`src/rtl/fft_pkg.sv`:
```
// Shared definitions for the 16-point FFT datapath: sizes, frame-sequencer states,
// complex-word helpers and the common twiddle table used by every butterfly stage.
package fft_pkg;

    localparam int FFT_N    = 16;
    localparam int FFT_DW   = 32;
    localparam int FFT_LOGN = 4;

    typedef enum logic [1:0] {
        FILL  = 2'd0,
        RUN   = 2'd1,
        DRAIN = 2'd2
    } frame_state_t;

    function automatic logic [FFT_DW-1:0] cplx_pack(input logic [15:0] re, input logic [15:0] im);
        return {re, im};
    endfunction

    function automatic logic [15:0] cplx_re(input logic [FFT_DW-1:0] w);
        return w[31:16];
    endfunction

    function automatic logic [15:0] cplx_im(input logic [FFT_DW-1:0] w);
        return w[15:0];
    endfunction

    // W16^k = cos(2*pi*k/16) - j*sin(2*pi*k/16), Q1.15, k = 0..7
    localparam logic [15:0] TW_RE [8] = '{16'h7FFF, 16'h7642, 16'h5A82, 16'h30FC,
                                          16'h0000, 16'hCF04, 16'hA57E, 16'h89BE};
    localparam logic [15:0] TW_IM [8] = '{16'h0000, 16'hCF04, 16'hA57E, 16'h89BE,
                                          16'h8001, 16'h89BE, 16'hA57E, 16'hCF04};

endpackage

```
`src/rtl/fft_bitrev.sv`:
```
// Bit-reverses a LOGN-bit index; used to emit results in natural frequency order.
module fft_bitrev #(
    parameter int LOGN = 4
) (
    input  logic [LOGN-1:0] idx,
    output logic [LOGN-1:0] rev
);

    for (genvar b = 0; b < LOGN; b++) begin : g_rev
        assign rev[b] = idx[LOGN-1-b];
    end

endmodule

```
`src/rtl/fft_frame_ctrl.sv`:
```
// Frame sequencer for the 16-point FFT: collects samples, runs the stage chain, drains results.
// Define FFT_FRAME_CTRL_BITREV_EN to emit results in bit-reversed (natural frequency) order.
//
//   state | meaning
//   FILL  | accepting serial samples into the frame buffer
//   RUN   | buffer held on stage1, waiting STAGE_LAT cycles, then capture res_bus
//   DRAIN | offering captured results under valid/ready
module fft_frame_ctrl
    import fft_pkg::*;
#(
    parameter int N         = FFT_N,
    parameter int DW        = FFT_DW,
    parameter int STAGE_LAT = 0
) (
    input  logic            clk,
    input  logic            rst_n,
    input  logic            in_valid,
    input  logic [15:0]     in_data,
    output logic            in_ready,
    output logic [N*DW-1:0] buf_bus,
    output logic            stage_start,
    input  logic [N*DW-1:0] res_bus,
    output logic            out_valid,
    output logic [DW-1:0]   out_data,
    output logic            out_last,
    input  logic            out_ready,
    output logic            frame_done
);

    localparam int CW = $clog2(N);
    localparam int WW = (STAGE_LAT > 0) ? $clog2(STAGE_LAT + 1) : 1;

    frame_state_t  state_q, state_d;
    logic [CW-1:0] wr_cnt, rd_cnt, rd_idx;
    logic [WW-1:0] wait_cnt;
    logic [15:0]   buf_q [N];
    logic [DW-1:0] res_q [N];
    logic          done_q;
    logic          in_beat, out_beat, wait_done, wr_last, rd_last;

    assign wr_last   = (wr_cnt == CW'(N - 1));
    assign rd_last   = (rd_cnt == CW'(N - 1));
    assign in_beat   = (state_q == FILL) && in_valid;
    assign out_beat  = (state_q == DRAIN) && out_ready;
    assign wait_done = (state_q == RUN) && (wait_cnt == WW'(STAGE_LAT));

`ifdef FFT_FRAME_CTRL_BITREV_EN
    fft_bitrev #(.LOGN(CW)) u_bitrev (
        .idx (rd_cnt),
        .rev (rd_idx)
    );
`else
    assign rd_idx = rd_cnt;
`endif

    always_ff @(posedge clk) begin
        if (!rst_n) state_q <= FILL;
        else        state_q <= state_d;
    end

    // Handshake outputs decode registered state only, never in_valid/out_ready.
    always_comb begin
        state_d     = state_q;
        in_ready    = 1'b0;
        out_valid   = 1'b0;
        out_last    = 1'b0;
        stage_start = 1'b0;
        case (state_q)
            FILL: begin
                in_ready = 1'b1;
                if (in_beat && wr_last) state_d = RUN;
            end
            RUN: begin
                stage_start = (wait_cnt == '0);
                if (wait_done) state_d = DRAIN;
            end
            DRAIN: begin
                out_valid = 1'b1;
                out_last  = rd_last;
                if (out_beat && rd_last) state_d = FILL;
            end
            default: state_d = FILL;
        endcase
    end

    always_ff @(posedge clk) begin
        if (!rst_n) begin
            wr_cnt   <= '0;
            rd_cnt   <= '0;
            wait_cnt <= '0;
            done_q   <= 1'b0;
        end else begin
            done_q <= out_beat && rd_last;
            if (in_beat)          wr_cnt   <= wr_last ? '0 : wr_cnt + CW'(1);
            if (out_beat)         rd_cnt   <= rd_last ? '0 : rd_cnt + CW'(1);
            if (state_q == RUN)   wait_cnt <= wait_done ? '0 : wait_cnt + WW'(1);
        end
    end

    always_ff @(posedge clk) begin
        if (!rst_n) begin
            for (int k = 0; k < N; k++) begin
                buf_q[k] <= '0;
                res_q[k] <= '0;
            end
        end else begin
            if (in_beat) buf_q[wr_cnt] <= in_data;
            if (wait_done) begin
                for (int k = 0; k < N; k++) res_q[k] <= res_bus[k*DW +: DW];
            end
        end
    end

    always_comb begin
        buf_bus = '0;
        for (int k = 0; k < N; k++) buf_bus[k*DW +: DW] = cplx_pack(buf_q[k], 16'h0000);
    end

    assign out_data   = out_valid ? res_q[rd_idx] : '0;
    assign frame_done = done_q;

endmodule

```
`config.mk`:
```
export PLATFORM = sky130hd
export DESIGN_NAME = fft_frame_ctrl
export DESIGN_NICKNAME = d
export VERILOG_FILES = /design/src/rtl/fft_pkg.sv /design/src/rtl/fft_bitrev.sv /design/src/rtl/fft_frame_ctrl.sv
export SDC_FILE = /design/constraint.sdc
export NUM_CORES = 1
export LEC_CHECK = 0
export CORE_AREA = 2 2 415 417
export DETAILED_ROUTE_END_ITERATION = 12
export DIE_AREA = 0 0 417 419
export PLACE_DENSITY_LB_ADDON = 0.3
export SYNTH_ARGS = -nofsm -noshare
export SYNTH_HDL_FRONTEND = slang
export SYNTH_HIERARCHICAL = 1
export SYNTH_SLANG_ARGS = --single-unit
```
`constraint.sdc`:
```
create_clock -name clk -period 48.8 [get_ports clk]
set_input_delay 12.2 -clock clk [delete_from_list [all_inputs] [get_ports clk]]
set_output_delay 12.2 -clock clk [all_outputs]
set_load 0.01 [all_outputs]
```
==> flow_summary.yaml <==
power_and_ir_drop:
  p_sw_frac: 0.232
  power.leakage_nw: 18.0
  power_mw: 1.61
  power.internal_mw: 1.23
  combPwrFrac: 0.078
  vdd_drop_max_mv: 0.0301
  powerDensity_mw_per_mm2: 33.3
  switchingPower_mw: 0.372
  power_frac_seq: 0.483
  clkPwrFrac: 0.439
finish:
  nNetsFinal: 3877
  post-route-util: 0.283
  area_delta_synth_final_pct: 35.8
  stdcell_count: 5660
  fin_area_sq_mm: 0.0483
  drive_gt1_frac: 0.0614
cts:
  numCtsBuffers: 94
  clock-sinks: 784
  root_buffer: "clkbuf_16"
  htree_num_levels: 3
  cts_buffer_depth: 3
  clk-insertion-delay-late_ps: 730
  postCtsSetupBuffers: 0
  cts_hold_buf: 0
  clk_pin_slew_ps: 60
  post_cts_resized: 0
  cts_tree: "built"
setup_path:
  crit_arrival_ps: 4320
  cp_cell_sequence: "buf_4, mux2i_1, a22oi_1, nand2_1, o22ai_1, clkdlybuf4s50_1"
  r2r-end: "res_q[3][5]$_SDFFCE_PN0P_"
  worst-path-max-fanout: 49
  rr_startpoint: "state_q[0]$_SDFFE_PN0P_"
  crit_family: "buffers and inverters"
  max_stage_delay_ps: 800
  worst_path_max_delay_cell: "buf_4"
  worstSetupPathType: "reg -> out"
  start_kind: "register"
  critPathBufInv: 2
  required_ps: 36600
  cp-end-kind: "primary output"
  worstRegToRegCells: 5
  rrSetupSlack_ps: 44320
global_routing:
  grt_pass1_vias: 22500
  antenna_found_initial: 22
  grt_pass1_wl_microns: 174000
  grt_usage: 0.140
  grt_max_degree: 246
  grt_overflow_total: 0
sta:
  whs_ps: 526
  setup_viol: 0
  slew_headroom: 0.157
  finalCritPeriodShare: 0.338
  final.min_clock_period_ps: 16520
  setup_tns_ps: 0
  setup_slack_ps: 32280
  worst_pin_slew_ps: 1260
  rsz0062_at_grt: "false"
  fin_worst_skew_ps: 24.0
  drv_slew: 0
  fmax_ghz: 0.0605
  hold_violations: 0
detailed_routing:
  drtPass1Iterations: 5
  vias: 22600
  routed_wl_microns: 128000
  via_per_inst: 3.99
  route.detailed.drc: 0
  ant_nets: 0
  wl_per_cell_microns: 22.6
  dr.first_iter.drc_count: 1555
hold_path:
  whs_endpoint: "rd_cnt[3]$_SDFFE_PN0N_"
  holdPathStages: 2
  min_from: "rd_cnt[3]$_SDFFE_PN0N_"
  hp-class: "reg -> reg"
synthesis:
  synth_cell_type_count: 37
  syn_area_sq_mm: 0.0356
  yosys_warnings: 6
  avgSynthCellArea_sq_um: 13.8
  ys_seq_elements: 784
  netlist_instances: 2577
  ys_seq_area_frac: 0.657
placement:
  placedCellCount: 5477
  gp_congestion: 0.769
  dp_hpwl_microns: 90000
  portBuffers: 824
  placed_area_sq_mm: 0.0453
  preCtsSetupSlack_ps: 32880
job:
  cap_violations: 0
floorplanning:
  placementRows: 152
  die_y_microns: 419
  ioPinCount: 1081
  die_area_sq_mm: 0.175
  fp.dieW_microns: 417
  coreArea_sq_mm: 0.171
  initial_core_util: 0.209
run_status:
  status: "finished clean"
## flip-flops by register name, summed over array words and instances, names as in the netlist, named ones only
register	count
res_q	512
buf_q	256
rd_cnt	4
wr_cnt	4
state_q	2
frame_done	1
wait_cnt	1
## layout by cell type (no fill, tap or decap), types with 11 or more instances in the layout
| cell | count |
|---|---|
| edfxtp_1 | 768 |
| nand2_1 | 69 |
| clkbuf_16 | 95 |
| clkinv_2 | 20 |
| a22oi_1 | 128 |
| conb_1 | 256 |
| nor2_4 | 11 |
| buf_4 | 32 |
| and3_1 | 321 |
| clkdlybuf4s50_1 | 823 |
| mux2i_1 | 256 |
| clkinv_1 | 28 |
| clkbuf_1 | 12 |
| and2_1 | 451 |
| o22ai_1 | 32 |
| dfxtp_1 | 15 |
## layout make-up
cell class	instances	area, sq um
Clock buffer	107	2420
Fill cell	17400	122000
Sequential cell	784	23400
Inverter	3	11.3
Tap cell	2233	2790
Antenna cell	6	15.0
Clock inverter	70	623
Multi-Input combinational cell	1598	10500
Timing Repair Buffer	859	8550
## routing by layer
layer  wire, microns  global-route usage  part of all wire
met5              56                   0           0.00044
met4            3320              0.0418             0.026
met3            9500              0.0489             0.074
met2           67800               0.254              0.53
met1           47200               0.152              0.37
## cell usage after synthesis, drive strengths merged
cell type    n  area share
nor3         4      0.0018
clkbuf     143       0.015
edfxtp     768        0.65
nand2       70      0.0074
inv          3     0.00032
ha           5      0.0018
a21boi       1     0.00021
nand2b       8      0.0014
conb         1     0.00011
o22ai       32      0.0056
dfxtp       16      0.0090
xnor2        3     0.00074
and2       452       0.079
o21a         1     0.00021
or2b         1     0.00021
xor2         2     0.00049
nand3b       1     0.00021
a21oi        3     0.00042
o21ai       15      0.0021
buf        304       0.061
nor2        22      0.0044
nand4        1     0.00018
or3          1     0.00018
nor2b        3     0.00053
nor3b        3     0.00095
and3       321       0.056
nand3        9      0.0027
mux2i      256       0.072
a22oi      128       0.027
## worst max-delay path by stage
stage,depth (start not counted),start,end
2_1_floorplan,2,state_q[0]$_SDFFE_PN0P_,res_q[0][0]$_SDFFCE_PN0P_
3_3_place_gp,6,register,out_data[23]
3_5_place_dp,6,register,out_data[23]
4_1_cts,6,register,out_data[23]
5_1_grt,6,register,out_data[23]
6_report,6,register,out_data[23]
## cell families after synthesis
family,Yosys count,share of synthesized area
simple gates,896,0.156
mux,256,0.0720
other cells,1,0.000105
xor+xnor,5,0.00123
buf+inv,450,0.0766
fa+ha+maj,5,0.00176
flops,784,0.657
compound gates,180,0.0356
## power by group through the flow
| stage | logic [mW] | registers (mW) | clock network [mW] |
|---|---|---|---|
| detailed placement | 0.127 | 0.790 | 0 |
| global placement | 0.127 | 0.789 | 0 |
| global route | 0.135 | 0.778 | 0.750 |
| finish | 0.125 | 0.776 | 0.706 |
| CTS | 0.127 | 0.776 | 0.726 |
| floorplan | 0.0538 | 0.822 | 0 |
## tightest hold or removal path: stages (launching register included)
cell     delay [ps]
dfxtp_1         330
o21ai_0          70
a21oi_1          70
Power figures use the tool's default switching activity.
==> RTL change 1: new RTL, config.mk and constraints unchanged <==
Build with the macro `FFT_FRAME_CTRL_BITREV_EN` defined.
--- a/src/rtl/fft_frame_ctrl.sv
+++ b/src/rtl/fft_frame_ctrl.sv
@@ -7,2 +7,4 @@
 //   DRAIN | offering captured results under valid/ready
+`define FFT_FRAME_CTRL_BITREV_EN
+
 module fft_frame_ctrl
Check against the original RTL: not settled (the Yosys comparison gave no result); the edit may change what the design does.
==> RTL change 1 against the original RTL <==
  * Area after synthesis rose by 0.25%
  * Worst setup slack improved by 0.16 ns
  * Final area fell by 0.20%
  * Sequential cell count fell by 4
  * Routed wire length rose by 6.7%
  * Total power fell by 0.76%
  * Clock skew fell by 0.0036 ns
  * Final cell count fell by 0.76%
==> RTL change 1: results (changes against the original RTL) <==
metric;value;unit;change
run_status;complete, no violations;;
min-delay-start;wr_cnt[1];;
synthTopCellsByArea;edfxtp_1 (65%), and2_1 (7.9%), buf_4 (5.7%);;
ir_drop;28.50;uV;-5.2%
synth_cell_types;45;;+22%
met3_usage;0.04772;;-0.001216
crit_path_max_fanout;38;;-22%
wl_met3;9728;microns;+2.4%
grt_start_max_net_pins;124;;-50%
reg2reg_slack;44.12;ns;-0.20 ns
p_sw;0.0003661;W;-1.7%
worstReg2RegEnd;res_q[9][6];;
maxSlewHeadroom;0.2186;;+0.06173
hold_path_end;wr_cnt[1];;
drtIter0Drc;1750;;+13%
syn_inst;2531;;-1.8%
gp_congestion;0.8112;;+5.6%
wirelength;136500;microns;+6.7%
hold_slack;0.5238;ns;-0.002389 ns
cellPowerDensity;33.07;mW/mm^2;-0.56%
fin_nets;3833;;-1.1%
grt_pass1_wl;183800;microns;+5.9%
synthAdderAreaFrac;0.001753;;-0.000004315
wl_met2;70860;microns;+4.5%
power.share.clock;0.437;;-0.002
stdcell_count;5617;;-0.76%
hpwl;98630;microns;+9.6%
post-place-ws;32.83;ns;-0.04960 ns
crit_arrival;4.16;ns;-0.16 ns
vias;22479;;-0.43%
## RTL change 1: cell types whose count changed after synthesis, sizes merged, moves of 4 or more
cell,before,now
mux4,0,32
nand3,9,60
o211ai,0,11
a22oi,128,96
o22ai,32,0
nand2,70,42
nand2b,8,29
mux2i,256,192
dfxtp,16,12
## RTL change 1: worst max-delay path by stage
stage	start	to	slack, ns	cells past startpoint
floorplan	state_q[1]	res_q[0][0]	10.57	2
global placement	rst_n	res_q[14][15]	32.94	5
detailed placement	rst_n	res_q[14][15]	32.83	5
CTS	rd_cnt[3]	out_data[24]	32.16	6
global route	rd_cnt[3]	out_data[20]	32.09	7
finish	rd_cnt[3]	out_data[20]	32.44	7
## RTL change 1: layout make-up
type	count	area [sq um]
clock inverters	50	494.2
clock buffers	118	2506
repair buffers	862	8551
diodes	17	42.54
flip-flops and latches	780	23310
inverters	4	15.01
multi-input cells	1553	10520
well taps	2233	2794
fillers	17378	122400
==> RTL change 2: new RTL, config.mk and constraints unchanged <==
Without the edit above. Set the parameter `STAGE_LAT` to 1 (it was 0).
--- a/src/rtl/fft_frame_ctrl.sv
+++ b/src/rtl/fft_frame_ctrl.sv
@@ -12,3 +12,3 @@
     parameter int DW        = FFT_DW,
-    parameter int STAGE_LAT = 0
+    parameter int STAGE_LAT = 1
 ) (
Function: not settled (the Yosys comparison gave no result); the edit may change what the design does.
==> RTL change 2 against the original RTL <==
  * Core utilization increased by 0.11 points
  * Final area increased by 0.38%
  * Non-clock buffer count increased by 11
  * Area after synthesis decreased by 0.38%
  * Sequential cell count unchanged
  * Highest routed layer unchanged
  * Critical path depth increased by 1
  * Fmax decreased by 2.4%
  * Total power increased by 0.35%
  * Final cell count increased by 0.46%
  * Routed wire length increased by 7.0%
  * Worst setup slack got worse by 0.41 ns
==> RTL change 2: results (changes against the original RTL) <==
metric;value;unit;change
run_status;complete, no violations;;
numPortBuffers;824;;unchanged
wl_met3;8762;microns;-7.8%
finalHoldViolCount;0;;unchanged
synth_compound_gate_area_share;0.02989;;-0.005687
maxSlewHeadroom;0.06407;;-0.09277
met1Wirelength;55780;microns;+18%
stdcell_count;5686;;+0.46%
grt_pass1_wl;181600;microns;+4.7%
dp_cells;5485;;+0.15%
crit_arrival;4.73;ns;+0.41 ns
n_fill_cell;17342;;-0.29%
synth_xor_area_frac;0.001482;;+0.0002517
gp_congestion;0.8617;;+12%
cts_setup_buffers;0;;unchanged
clk_latency;0.69;ns;-0.04 ns
cts_buffers;97;;+3.2%
drtIter0Drc;1838;;+18%
skew;0.03413;ns;+0.01009 ns
p_sw;0.0003777;W;+1.5%
antenna_found_initial;45;;+100%
synth-edff-count;768;;unchanged
crit_path_max_fanout;115;;+130%
postPlaceCellArea;0.04533;sq mm;+0.15%
cts.repair.resized;0;;unchanged
wirelength;136800;microns;+7.0%
synthAdderAreaFrac;0.001764;;+0.000006699
synth_cell_types;37;;unchanged
first_pass_iters;5;;unchanged
setup_violations;0;;unchanged
syn_inst;2541;;-1.4%
wl_met2;67530;microns;-0.42%
ys_top_cells_by_count;edfxtp_1 (768), and2_1 (754), buf_4 (257);;
htree_levels;3;;unchanged
grt_start_max_net_pins;242;;-1.6%
leakage;17.13;nW;-4.8%
final_layout_size_suffix_gt1_frac;0.06321;;+0.001824
comb_power;0.000122;W;
clk_path_buf_depth;3;;unchanged
cts-root-buf;clkbuf_16;;
crit_slowest_cell;dfxtp_4;;
post-place-ws;32.50;ns;-0.3787 ns
pwr-share-seq;0.483;;about the same
ir_drop;26.17;uV;-13%
track_usage;0.1503;;+0.01023
hpwl;99670;microns;+11%
maxUsedRoutingLayer;met5;;
top_regs;res_q: 512 flops, buf_q: 256 flops;;
holdCritPathClass;reg2reg;;
ys_seq_area_frac;0.6595;;+0.002504
multi_input_area;0.01047;sq mm;-0.45%
p_comb_frac;0.076;;-0.002
max_stage_delay;0.80;ns;about the same
vias;22472;;-0.46%
ys_warn_count;6;;unchanged
synthTopCellsByArea;edfxtp_1 (65%), and2_1 (13%), mux2i_1 (7.2%);;
synthMuxAreaShare;0.07227;;+0.0002744
fin_nets;3888;;+0.28%
[RTL change 2: changes by cell type in the layout (fill, tap and decap cells not counted), moves of 7 or more]
cell	before	now
and2_1	451	752
and3_1	321	16
buf_4	32	39
clkbuf_1	12	21
diode_2	6	20
nand2_1	69	37
nand3_1	5	68
o22ai_1	32	1
[RTL change 2: cells by family (layout without fill, tap and decap cells)]
family,Yosys count,in the layout
XOR/XNOR,6,6
adder cells (fa/ha/maj),5,5
AO/OA/AOI/OAI,147,147
buffers and inverters,418,1055
flip-flops,784,784
multiplexers,256,256
other,1,276
AND/OR/NAND/NOR,924,924
[RTL change 2: final timing paths]
path / start / end / slack, ns / depth (start not counted)
setup / recovery: register / out_data[20] / 31.87 / 7
hold / removal: rd_cnt[3] / register / 0.51 / 2
setup reg to reg: state_q[0] / res_q[5][26] / 45.29 / 6
hold reg to reg: rd_cnt[3] / register / 0.51 / 2
[RTL change 2: worst max-delay path, delay by kind of cell (launching register included)]
kind	cells	cell delay (ns)
buffers and inverters	3	2.07
DFF	1	0.80
and+or+nand+nor	2	0.39
AOI/OAI and AO/OA	1	0.21
muxes	1	0.18
[RTL change 2: cell type report]
class | count | share of cell area
sequential | 784 | 0.4821
multi-input combinational | 1594 | 0.2159
timing repair buffer | 870 | 0.1786
tap | 2233 | 0.05760
clock buffer | 119 | 0.05218
clock inverter | 62 | 0.01228
antenna | 20 | 0.001032
inverter | 4 | 0.0003095
[RTL change 2: routing by layer]
metal	vias up	global-route usage
li1	10141	-
met1	11291	0.1867
met2	842	0.2512
met3	190	0.03442
met4	8	0.06086
met5	-	0
